## src/rtl/mips_pkg.sv

```systemverilog
// Shared opcode/funct constants and the per-stage scoreboard entry used by
// the issue controller and its decoder.
package mips_pkg;

    localparam logic [5:0] OP_RTYPE = 6'd15;
    localparam logic [5:0] OP_LW    = 6'd16;
    localparam logic [5:0] OP_SW    = 6'd17;

    localparam logic [5:0] F_ADD = 6'd32;
    localparam logic [5:0] F_SUB = 6'd34;
    localparam logic [5:0] F_AND = 6'd36;
    localparam logic [5:0] F_OR  = 6'd37;
    localparam logic [5:0] F_MUL = 6'd50;

    typedef enum logic [1:0] {
        FWD_RF  = 2'd0,
        FWD_MEM = 2'd1,
        FWD_WB  = 2'd2
    } fwd_e;

    typedef struct packed {
        logic       valid;
        logic [4:0] rd;
        logic       is_load;
    } stage_t;

    // An entry is only valid when it writes a non-zero register, so r0 never hits.
    function automatic logic src_hit(stage_t s, logic used, logic [4:0] r);
        return used && s.valid && (s.rd == r);
    endfunction

endpackage

```

## src/rtl/mips_src_decode.sv

```systemverilog
// Combinational instruction decode: which sources are read, which register
// is written, and whether the op is a load, a multiply or unrecognised.
module mips_src_decode
    import mips_pkg::*;
(
    input  logic [31:0] instr_i,
    output logic        uses_rs_o,
    output logic        uses_rt_o,
    output logic [4:0]  rd_o,
    output logic        is_load_o,
    output logic        is_mul_o,
    output logic        illegal_o
);

    logic [5:0] op;
    logic [5:0] funct;
    logic       unused_shamt;

    assign op           = instr_i[31:26];
    assign funct        = instr_i[5:0];
    assign unused_shamt = ^instr_i[10:6];

    always_comb begin
        uses_rs_o = 1'b0;
        uses_rt_o = 1'b0;
        rd_o      = '0;
        is_load_o = 1'b0;
        is_mul_o  = 1'b0;
        illegal_o = 1'b0;
        case (op)
            OP_RTYPE: begin
                case (funct)
                    F_ADD, F_SUB, F_AND, F_OR, F_MUL: begin
                        uses_rs_o = 1'b1;
                        uses_rt_o = 1'b1;
                        rd_o      = instr_i[15:11];
                        is_mul_o  = (funct == F_MUL);
                    end
                    default: illegal_o = 1'b1;
                endcase
            end
            OP_LW: begin
                uses_rs_o = 1'b1;
                rd_o      = instr_i[20:16];
                is_load_o = 1'b1;
            end
            OP_SW: begin
                uses_rs_o = 1'b1;
                uses_rt_o = 1'b1;
            end
            default: illegal_o = 1'b1;
        endcase
    end

endmodule

```

## src/rtl/mips_issue_ctrl.sv

```systemverilog
// Issue/hazard controller: tracks in-flight destinations over DEPTH stages,
// holds decode on RAW hazards and multiplier occupancy. Optional forwarding
// is enabled by defining MIPS_ISSUE_FWD_EN.
module mips_issue_ctrl
    import mips_pkg::*;
#(
    parameter int unsigned DEPTH   = 3,
    parameter int unsigned MUL_LAT = 3,
    parameter int unsigned CNT_W   = 16
) (
    input  logic             clk,
    input  logic             rst,
    input  logic             in_valid,
    input  logic [31:0]      instr,
    output logic             in_ready,
    output logic             iss_valid,
    output logic [4:0]       iss_rd,
    output logic             iss_mul,
    output logic [1:0]       iss_fwd_a,
    output logic [1:0]       iss_fwd_b,
    output logic             stall,
    output logic             hazard_raw,
    output logic             hazard_mul,
    output logic             illegal,
    output logic             wb_valid,
    output logic [4:0]       wb_rd,
    output logic [CNT_W-1:0] stall_cnt
);

    localparam logic [3:0] MUL_RELOAD = 4'(MUL_LAT - 1);

    logic       dec_uses_rs;
    logic       dec_uses_rt;
    logic [4:0] dec_rd;
    logic       dec_is_load;
    logic       dec_is_mul;
    logic       dec_illegal;
    logic [4:0] rs;
    logic [4:0] rt;

    stage_t     stg_q [DEPTH];
    stage_t     stg_d [DEPTH];
    stage_t     new_entry;
    logic [3:0] mul_cnt_q, mul_cnt_d;

    logic             iss_valid_q, iss_valid_d;
    logic [4:0]       iss_rd_q, iss_rd_d;
    logic             iss_mul_q, iss_mul_d;
    logic [1:0]       iss_fwd_a_q, iss_fwd_a_d;
    logic [1:0]       iss_fwd_b_q, iss_fwd_b_d;
    logic             illegal_q, illegal_d;
    logic [CNT_W-1:0] stall_cnt_q, stall_cnt_d;

    logic raw;
    logic accept;
    fwd_e fwd_a;
    fwd_e fwd_b;

    mips_src_decode u_dec (
        .instr_i   (instr),
        .uses_rs_o (dec_uses_rs),
        .uses_rt_o (dec_uses_rt),
        .rd_o      (dec_rd),
        .is_load_o (dec_is_load),
        .is_mul_o  (dec_is_mul),
        .illegal_o (dec_illegal)
    );

    assign rs = instr[25:21];
    assign rt = instr[20:16];

`ifdef MIPS_ISSUE_FWD_EN
    logic hit0_a, hit0_b, hit1_a, hit1_b;

    // Only EX and MEM can be bypassed; older stages are already in the regfile.
    always_comb begin
        hit0_a = src_hit(stg_q[0], dec_uses_rs, rs);
        hit0_b = src_hit(stg_q[0], dec_uses_rt, rt);
        hit1_a = src_hit(stg_q[1], dec_uses_rs, rs);
        hit1_b = src_hit(stg_q[1], dec_uses_rt, rt);
        raw    = (hit0_a || hit0_b) && stg_q[0].is_load;
        fwd_a  = hit0_a ? FWD_MEM : (hit1_a ? FWD_WB : FWD_RF);
        fwd_b  = hit0_b ? FWD_MEM : (hit1_b ? FWD_WB : FWD_RF);
    end
`else
    always_comb begin
        raw   = 1'b0;
        fwd_a = FWD_RF;
        fwd_b = FWD_RF;
        for (int unsigned i = 0; i < DEPTH; i++) begin
            if (src_hit(stg_q[i], dec_uses_rs, rs) || src_hit(stg_q[i], dec_uses_rt, rt))
                raw = 1'b1;
        end
    end
`endif

    assign hazard_raw = raw;
    assign hazard_mul = (mul_cnt_q != '0);
    assign stall      = hazard_raw || hazard_mul;
    assign in_ready   = !stall;
    assign accept     = in_valid && !stall;

    always_comb begin
        new_entry.valid   = (dec_rd != '0);
        new_entry.rd      = dec_rd;
        new_entry.is_load = dec_is_load;
    end

    always_comb begin
        stg_d     = stg_q;
        mul_cnt_d = mul_cnt_q;
        if (mul_cnt_q != '0) begin
            mul_cnt_d = mul_cnt_q - 4'd1;
        end else begin
            for (int unsigned i = 1; i < DEPTH; i++)
                stg_d[i] = stg_q[i-1];
            stg_d[0] = accept ? new_entry : '0;
            if (accept && dec_is_mul)
                mul_cnt_d = MUL_RELOAD;
        end
    end

    always_comb begin
        iss_valid_d = accept;
        iss_rd_d    = accept ? dec_rd : '0;
        iss_mul_d   = accept && dec_is_mul;
        iss_fwd_a_d = accept ? fwd_a : FWD_RF;
        iss_fwd_b_d = accept ? fwd_b : FWD_RF;
        illegal_d   = accept && dec_illegal;
        stall_cnt_d = stall_cnt_q;
        if (in_valid && stall && (stall_cnt_q != '1))
            stall_cnt_d = stall_cnt_q + 1'b1;
    end

    always_ff @(posedge clk or posedge rst) begin
        if (rst) begin
            for (int unsigned i = 0; i < DEPTH; i++)
                stg_q[i] <= '0;
            mul_cnt_q   <= '0;
            iss_valid_q <= 1'b0;
            iss_rd_q    <= '0;
            iss_mul_q   <= 1'b0;
            iss_fwd_a_q <= '0;
            iss_fwd_b_q <= '0;
            illegal_q   <= 1'b0;
            stall_cnt_q <= '0;
        end else begin
            stg_q       <= stg_d;
            mul_cnt_q   <= mul_cnt_d;
            iss_valid_q <= iss_valid_d;
            iss_rd_q    <= iss_rd_d;
            iss_mul_q   <= iss_mul_d;
            iss_fwd_a_q <= iss_fwd_a_d;
            iss_fwd_b_q <= iss_fwd_b_d;
            illegal_q   <= illegal_d;
            stall_cnt_q <= stall_cnt_d;
        end
    end

    assign iss_valid = iss_valid_q;
    assign iss_rd    = iss_rd_q;
    assign iss_mul   = iss_mul_q;
    assign iss_fwd_a = iss_fwd_a_q;
    assign iss_fwd_b = iss_fwd_b_q;
    assign illegal   = illegal_q;
    assign stall_cnt = stall_cnt_q;
    assign wb_valid  = stg_q[DEPTH-1].valid;
    assign wb_rd     = stg_q[DEPTH-1].rd;

endmodule

```

## config.mk

```make
export PLATFORM = sky130hd
export DESIGN_NAME = mips_issue_ctrl
export DESIGN_NICKNAME = d
export VERILOG_FILES = /design/src/rtl/mips_pkg.sv /design/src/rtl/mips_src_decode.sv /design/src/rtl/mips_issue_ctrl.sv
export SDC_FILE = /design/constraint.sdc
export NUM_CORES = 1
export LEC_CHECK = 0
export CORE_ASPECT_RATIO = 0.6
export CORE_MARGIN = 2
export CORE_UTILIZATION = 53
export CTS_BUF_LIST = sky130_fd_sc_hd__clkbuf_8
export DETAILED_ROUTE_END_ITERATION = 8
export GPL_ROUTABILITY_DRIVEN = 0
export MAX_ROUTING_LAYER = met4
export PLACE_DENSITY = 0.88
export SLEW_MARGIN = 20
export SYNTH_ARGS = -nofsm -noshare
export SYNTH_HDL_FRONTEND = slang
export SYNTH_SLANG_ARGS = --single-unit
```

## constraint.sdc

```tcl
create_clock -name clk -period 6.7 [get_ports clk]
set_input_delay 0.67 -clock clk [delete_from_list [all_inputs] [get_ports clk]]
set_output_delay 0.67 -clock clk [all_outputs]
set_load 0.02 [all_outputs]
```

---- Word-level counts from Yosys, hierarchy flattened ----
Cells that the tools add are included.
W data, S select, Z words.
cells by class
  divide/modulo/power cells ............... 0
  $lt $le $gt $ge ......................... 0
  equality and inequality tests ........... 15
  reduce and logical (&&, ||, !) cells .... 27
  $mul .................................... 0
  muxes and demuxes ....................... 17
  add/sub/neg operators ................... 2
  shifts and indexed selects .............. 0
  bitwise operators ....................... 0
operators with widths
  cell                     number
  $eq A5 B5 Y1             6
  $eq A6 B6 Y1 const B     5
  $logic_and A1 B1 Y1      17
  $add A16 B1 Y16 const B  1
  $ne A16 B16 Y1 const B   1
  $eq A6 B5 Y1 const B     2
  $mux W5                  2
  $pmux W5 S2              1
  $mux W1                  8
  $mux W4                  2
  $mux W7                  1
  $eq A6 B4 Y1 const B     1
  $pmux W1 S2              3
  $reduce_bool A5 Y1       1
  $reduce_or A5 Y1         1
  $logic_or A1 B1 Y1       4
  $reduce_bool A4 Y1       1
  $sub A4 B1 Y4 const B    1
  $reduce_bool A2 Y1       1
  $reduce_or A2 Y1         1
  $logic_not A1 Y1         1
word-level totals
  word-level logic and storage cells ...... 73
  bits in latches ......................... 0
  register bits after elaboration ......... 46
  ROM bits ................................ 0
  memory bits (writable) .................. 0
  memories kept ........................... 0
  input bits .............................. 35
  output and inout bits ................... 38

---- Longest topological paths before layout ----
Gate-level depths: netlist of run 1.
  depth in word-level cells ............... 16
  gate-level depth with buffers ........... 9
  mapped depth without buffers ............ 8

---- By module ----
A second synthesis of run 1 with hierarchy kept.
unflattened totals
  cell total of the unflattened synthesis .. 262
  area total of the unflattened synthesis .. 2556.2 µm²
modules (own cells, without submodules)
  module           sequential area each (µm²)  area an instance (µm²)  times used  cells each
  mips_issue_ctrl  1151.1                      2387.3                  1           242
  mips_src_decode  0.0                         168.9                   1           20

---- Worst setup path after synthesis of run 1 ----
OpenSTA, ideal clock, no wires.
  path kind ............................... input port to output port
  start point ............................. input port instr[31]
  end point ............................... output port stall
  data arrival time ....................... 2420 ps
  slack ................................... 3610 ps
  buffers on the path ..................... 1
  cell stages on the path ................. 7
  required time ........................... 6030 ps
  cells stage by stage .................... or4b_4 -> a2111oi_4 -> a21oi_1 -> a31o_2 -> and3_1 -> buf_6 -> inv_1
between the ends
  word-level cells in the longest chain between the ends .. 10
  elaborated cells on any way between the ends .. 25
  classes of those cells .................. eq/ne: 3; mux: 5; reduce/logical: 17
RTL lines
  element                            line                   source
  from (decl)                        mips_issue_ctrl.sv:14  input logic [31:0] instr,
  $eq A6 B5 Y1                       mips_src_decode.sv:30  case (op)
  $reduce_or A2 Y1 (no source line)  -
  $pmux W1 S2                        mips_src_decode.sv:30
  $logic_and A1 B1 Y1 (2 in a row)   mips_pkg.sv:29         return used && s.valid && (s.rd == r);
  $logic_or A1 B1 Y1                 mips_issue_ctrl.sv:91  if (src_hit(stg_q[i], dec_uses_rs, rs) || src_hit(stg_q[i], dec_uses_rt, rt))
  $mux W1 (2 in a row)               mips_issue_ctrl.sv:91
  $mux W1 *                          mips_issue_ctrl.sv:91
  $logic_or A1 B1 Y1 *               mips_issue_ctrl.sv:99  assign stall = hazard_raw || hazard_mul;
  to (decl)                          mips_issue_ctrl.sv:21  output logic stall,
Mark *: on every way between the ends. The rest lies on a longest branch, timed or not.

---- Worst setup path after layout of run 1 ----
Ends and elaborated chain as after synthesis.

==> run_results.csv, run 1 <==
group,metric,value,unit
die,initial_core_util,0.547,
die,die_w,92.4,um
timing,relSlewSlack,0.369,
timing,rsz0062_at_grt,"no",
pwr,power_switching,331,uW
route,ant_nets,0,
pwr,pwr_density_cell,292,nW/um^2
route,viasPerCell,5.47,
clock_tree,postCtsSetupBuffers,0,
yosys,synth-seq-cells,46,
worst_setup_path,crit_slowest_cell,"clkdlybuf4s50_1",
yosys,yosys_warnings,0,
grt,grt_usage,0.240,
pwr,power_frac_seq,0.392,
clock_tree,cts_made_buffers,5,
cells_and_area,areaGrowthSynthToFinish,31.0,%
timing,min_period,4470,ps
pwr,ir_drop,0.199,mV
grt,grt_pass1_wl,9.59,mm
yosys,synth_cell_types,38,
min_path,hp-start,"mul_cnt_q[0]",
cells_and_area,fin_nets,350,
cells_and_area,layout_commonest_cell,"clkdlybuf4s50_1",
yosys,synth_area_per_cell,9.74,um^2
cells_and_area,drive_gt1_frac,0.0605,
die,boundaryPins,73,
pwr,p_sw_frac,0.348,
grt,globalRouteOverflowTotal,0,
min_path,hold_class,"reg2reg",
placement,portBuffers,63,
timing,skew,8.35,ps
clock_tree,ctsHoldBuffers,0,
yosys,synth_top_area_share,0.463,
die,core-area,4540,um^2
route,wl_per_cell,15.6,um
yosys,synth_sequential_area_ratio,0.463,
clock_tree,cts_buffer_depth,2,
pwr,p_leak,0.00154,uW
worst_setup_path,crit_path_cell_trace,"clkdlybuf4s50_1 -> or4b_4 -> a2111oi_4 -> a21oi_1 -> a31o_2 -> and3_1 -> inv_1 -> clkdlybuf4s50_1",
yosys,synth_edf_count,0,
clock_tree,cts_root_buffer,"clkbuf_8",
worst_setup_path,r2r_start,"stall_cnt[2]",
yosys,synth_top_area_cell,"dfrtp_1",
worst_setup_path,crit_arrival,3800,ps
clock_tree,cts_tree,"yes",
yosys,syn_inst,255,
placement,hpwlAfterDp,4.24,mm
min_path,hold_depth,1,
die,die-area,5270,um^2
route,first_pass_iters,5,
pwr,power.internal,619,uW
grt,grt_max_degree,47,
clock_tree,cts-resized-gates,0,
timing,finalCritPeriodShare,0.667,
worst_setup_path,end_kind,"output port",
pwr,power_frac_comb,0.340,
run,drv_cap,0,
die,chipHeight,57.0,um
pwr,clockPowerShare,0.267,
clock_tree,htreeDepth,2,
clock_tree,clk_latency,300,ps
clock_tree,clk_pin_slew,90,ps
timing,fmax,224,MHz
clock_tree,cts.sinks,46,
worst_setup_path,path_class,"in2out",
worst_setup_path,worst_path_most_repeated_cell,"clkdlybuf4s50_1",
worst_setup_path,timing.rr.end,"stall_cnt[1]",
worst_setup_path,rr_worst_depth,7,
timing,worst_pin_slew,946,ps
timing,hold_violations,0,
yosys,synthArstFlopShare,1.00,
grt,grt_pass1_vias,1995,
worst_setup_path,cp_max_fo,16,
worst_setup_path,ff2ff_setup_slack,3980,ps
timing,setup_viol,0,
worst_setup_path,worstPathRequired,6030,ps
min_path,holdPathEnd,"mul_cnt_q[0]",
die,rows,19,
yosys,yosys-top-cells-area,"dfrtp_1 46%, xor2_1 13%, nand2_1 7.4%",
route,drc,0,
timing,slew_violations,0,
cells_and_area,diodes,0,
cells_and_area,final_cell_mix,"63 x clkdlybuf4s50_1, 49 x nand2_1, 46 x dfrtp_1",
yosys,syn_area,2480,um^2
worst_setup_path,startpoint_type,"primary input",
route,drtIter0Drc,153,
yosys,synth_flop_cell,"dfrtp_1",
pwr,power,949,uW
worst_setup_path,slowest_delay,630,ps
route,vias,2063,
route,finalWirelength,5.87,mm
timing,fin_setup_tns,0,ps
grt,antenna_found_initial,0,
run_status,status,"finished, final reports clean",
-- power groups by stage --
stage	Clock (uW)	Combinational, uW	Sequential (uW)
finish	254	323	372
global route	267	348	380
CTS	256	325	371
detailed placement	0	323	376
global placement	0	308	374
floorplan	0	175	398
-- metrics by stage --
stage,hold slack (ps),setup slack (ps),util,instance area [um^2],instances
after global routing,514,2110,0.716,3250,377
final,472,2230,0.716,3250,377
after CTS,473,2250,0.716,3250,377
after floorplan,440,3610,-,2490,258
after detailed placement,462,2290,0.684,3110,369
after global placement,454,2360,0.684,3110,369
-- worst max-delay path by stage --
stage / from / to / slack [ps] / depth (start not counted)
after floorplan: instr[31] / stall / 3610 / 7
after global placement: instr[31] / stall / 2360 / 8
after detailed placement: instr[31] / stall / 2290 / 8
after CTS: instr[31] / stall / 2250 / 8
after global routing: instr[31] / stall / 2110 / 8
final: instr[31] / stall / 2230 / 8
-- layout make-up --
type                       instances  area [um^2]
timing repair buffer              65          646
clock inverter                     2         60.1
clock buffer                       6         82.6
fill                             318         1290
multi-input combinational        187         1200
sequential                        46         1150
inverter                           8         30.0
tap                               63         78.8
-- cells in the mapped netlist (all sizes together) (6+ instances only) --
cell and instances:
nor2 6, nor4 12, xnor2 8, xor2 37, inv 8, buf 12
and3 7, dfrtp 46, nor3 14, nand2 49, nand3 11, nand4 6
-- critical path, delay by kind of cell --
kind	cells	cell delay (ps)
AO/OA/AOI/OAI	3	940
buffers and inverters	3	1220
AND/OR/NAND/NOR	2	970
-- registers in the layout, indices dropped and copies added (netlist names) --
name / flops
iss_valid: 1
iss_rd: 5
illegal: 1
stall_cnt: 16
iss_mul: 1
wb_valid: 1
stg_q: 12
wb_rd: 5
mul_cnt_q: 4
-- cell families after synthesis --
logic type / synth area share
AO/OA/AOI/OAI: 0.0680
XOR/XNOR: 0.159
adder cells (fa/ha/maj): 0.0101
buffers and inverters: 0.0574
flip-flops: 0.463
multiplexers: 0.0131
other: 0.00151
AND/OR/NAND/NOR: 0.228
-- per-layer routing --
layer,global-route usage,wire (um)
met4,0.0490,27
met5,-,0
met3,0.0581,454
met1,0.328,2650
met2,0.371,2740
Note: power is estimated with default switching activity, not from simulation.
==> inputs of run 2 (changes only) <==
--- a/config.mk
+++ b/config.mk
@@ -7,12 +7,12 @@
 export LEC_CHECK = 0
 export CORE_ASPECT_RATIO = 0.6
 export CORE_MARGIN = 2
-export CORE_UTILIZATION = 53
+export CORE_UTILIZATION = 49
 export CTS_BUF_LIST = sky130_fd_sc_hd__clkbuf_8
 export DETAILED_ROUTE_END_ITERATION = 8
 export GPL_ROUTABILITY_DRIVEN = 0
 export MAX_ROUTING_LAYER = met4
-export PLACE_DENSITY = 0.88
+export PLACE_DENSITY = 0.82
 export SLEW_MARGIN = 20
 export SYNTH_ARGS = -nofsm -noshare
 export SYNTH_HDL_FRONTEND = slang
==> constraint.sdc (replaced) <==
create_clock -name clk -period 4.28 [get_ports clk]
set_input_delay 0.428 -clock clk [delete_from_list [all_inputs] [get_ports clk]]
set_output_delay 0.428 -clock clk [all_outputs]
set_load 0.02 [all_outputs]
==> run_results.csv, run 2 (synthesis results as in run 1) <==
group,metric,value,unit
run_status,status,"finished, final reports clean",
placement,hpwlAfterDp,4.09,mm
route,wl_per_cell,14.4,um
worst_setup_path,path_class,"in2out",
clock_tree,cts_made_buffers,5,
pwr,power_frac_comb,0.368,
route,ant_nets,0,
route,viasPerCell,5.30,
cells_and_area,layout_commonest_cell,"clkdlybuf4s50_1",
route,vias,2019,
worst_setup_path,rr_worst_depth,8,
pwr,clockPowerShare,0.202,
cells_and_area,drive_gt1_frac,0.0603,
clock_tree,ctsHoldBuffers,0,
cells_and_area,final_cells,381,
pwr,power_switching,502,uW
die,rows,20,
worst_setup_path,end_kind,"output port",
worst_setup_path,worstPathRequired,3850,ps
run,drv_cap,0,
pwr,p_leak,0.00153,uW
worst_setup_path,r2r_start,"stg_q[18]",
timing,setup_viol,0,
timing,layout_setup_ws,588,ps
clock_tree,cts.sinks,46,
cells_and_area,final_cell_mix,"63 x clkdlybuf4s50_1, 49 x nand2_1, 46 x dfrtp_1",
worst_setup_path,ff2ff_setup_slack,1880,ps
timing,skew,3.56,ps
die,boundaryPins,73,
route,drtIter0Drc,113,
timing,relSlewSlack,0.372,
grt,grt_pass1_vias,1814,
grt,globalRouteOverflowTotal,0,
route,first_pass_iters,4,
timing,fin_setup_tns,0,ps
grt,grt_usage,0.214,
die,chipHeight,59.1,um
cells_and_area,diodes,0,
pwr,pwr_density_cell,422,nW/um^2
grt,grt_max_degree,47,
pwr,p_sw_frac,0.371,
placement,dp_cells,373,
die,die_w,95.9,um
worst_setup_path,cp_max_fo,15,
timing,slew_violations,0,
placement,dp_slack,592,ps
placement,portBuffers,63,
cells_and_area,largest_reg_flops,16,
cells_and_area,fin_util,0.644,
timing,hold_violations,0,
die,die-area,5670,um^2
clock_tree,clk_latency,290,ps
timing,worst_pin_slew,941,ps
timing,finalCritPeriodShare,0.863,
route,finalWirelength,5.50,mm
cells_and_area,areaGrowthSynthToFinish,29.2,%
timing,fmax,271,MHz
clock_tree,postCtsSetupBuffers,0,
pwr,power_frac_seq,0.430,
clock_tree,clk_pin_slew,80,ps
cells_and_area,fin_nets,351,
worst_setup_path,timing.rr.end,"stall_cnt[12]",
clock_tree,cts-resized-gates,0,
min_path,hold_class,"reg2reg",
route,drc,0,
worst_setup_path,crit_arrival,3260,ps
clock_tree,cts_root_buffer,"clkbuf_8",
grt,grt_pass1_wl,8.89,mm
clock_tree,cts_tree,"yes",
clock_tree,cts_buffer_depth,2,
worst_setup_path,crit_start,"instr[31]",
timing,rsz0062_at_grt,"no",
die,core-area,4980,um^2
die,initial_core_util,0.499,
timing,min_period,3690,ps
grt,antenna_found_initial,0,
clock_tree,htreeDepth,2,
pwr,ir_drop,0.172,mV
pwr,power.internal,851,uW
worst_setup_path,crit_end,"in_ready",
worst_setup_path,startpoint_type,"primary input",
run 2: cell types whose count changed in the layout (fill, tap and decap cells not counted), sizes merged:
cell and delta:
inv +2, bufinv -2, buf +1
run 2: worst min path at each step:
| stage | startpoint | depth (start not counted) | endpoint | slack [ps] |
|---|---|---|---|---|
| 2_1_floorplan | mul_cnt_q[0] | 1 | mul_cnt_q[0] | 440 |
| 3_3_place_gp | mul_cnt_q[0] | 1 | mul_cnt_q[0] | 450 |
| 3_5_place_dp | mul_cnt_q[0] | 1 | mul_cnt_q[0] | 460 |
| 4_1_cts | mul_cnt_q[0] | 1 | mul_cnt_q[0] | 470 |
| 5_1_grt | mul_cnt_q[0] | 1 | mul_cnt_q[0] | 500 |
| 6_report | mul_cnt_q[0] | 1 | mul_cnt_q[0] | 470 |
run 2: through the flow:
step | cell area (um^2) | total power (uW) | hold slack [ps]
2_1_floorplan | 2490 | 897 | 440
3_3_place_gp | 3120 | 1080 | 455
3_5_place_dp | 3120 | 1090 | 460
4_1_cts | 3210 | 1360 | 472
5_1_grt | 3210 | 1440 | 502
6_report | 3210 | 1350 | 470
run 2: routing by layer:
metal  GRT usage  wire length [um]  up-vias  part of all wire
met1       0.326              2770      960              0.50
met2       0.294              2320       77              0.42
li1            -                 -      980                 -
met5           -                 0        -                 0
met4      0.0429                26        0            0.0047
met3      0.0445               382        2             0.069
run 2: critical path, cell delays in order:
cell             delay [ps]
clkdlybuf4s50_1         410
or4b_4                  560
a2111oi_4               550
nor2_1                  140
a31o_1                  240
and3_1                  190
buf_4                   200
clkdlybuf4s50_1         550
run 2: area by class of cell:
type,count,area [um^2]
clock buffer,6,82.6
tap,66,82.6
inverter,8,30.0
multi-input combinational,187,1200
clock inverter,2,8.76
fill,423,1770
timing repair buffer,66,653
sequential,46,1150
run 2: power groups by stage:
| stage | sequential (uW) | clock [uW] | combinational [uW] |
|---|---|---|---|
| final | 582 | 274 | 498 |
| after global routing | 594 | 294 | 547 |
| after CTS | 581 | 276 | 503 |
| after detailed placement | 589 | 0 | 501 |
| after global placement | 588 | 0 | 491 |
| after floorplan | 623 | 0 | 274 |
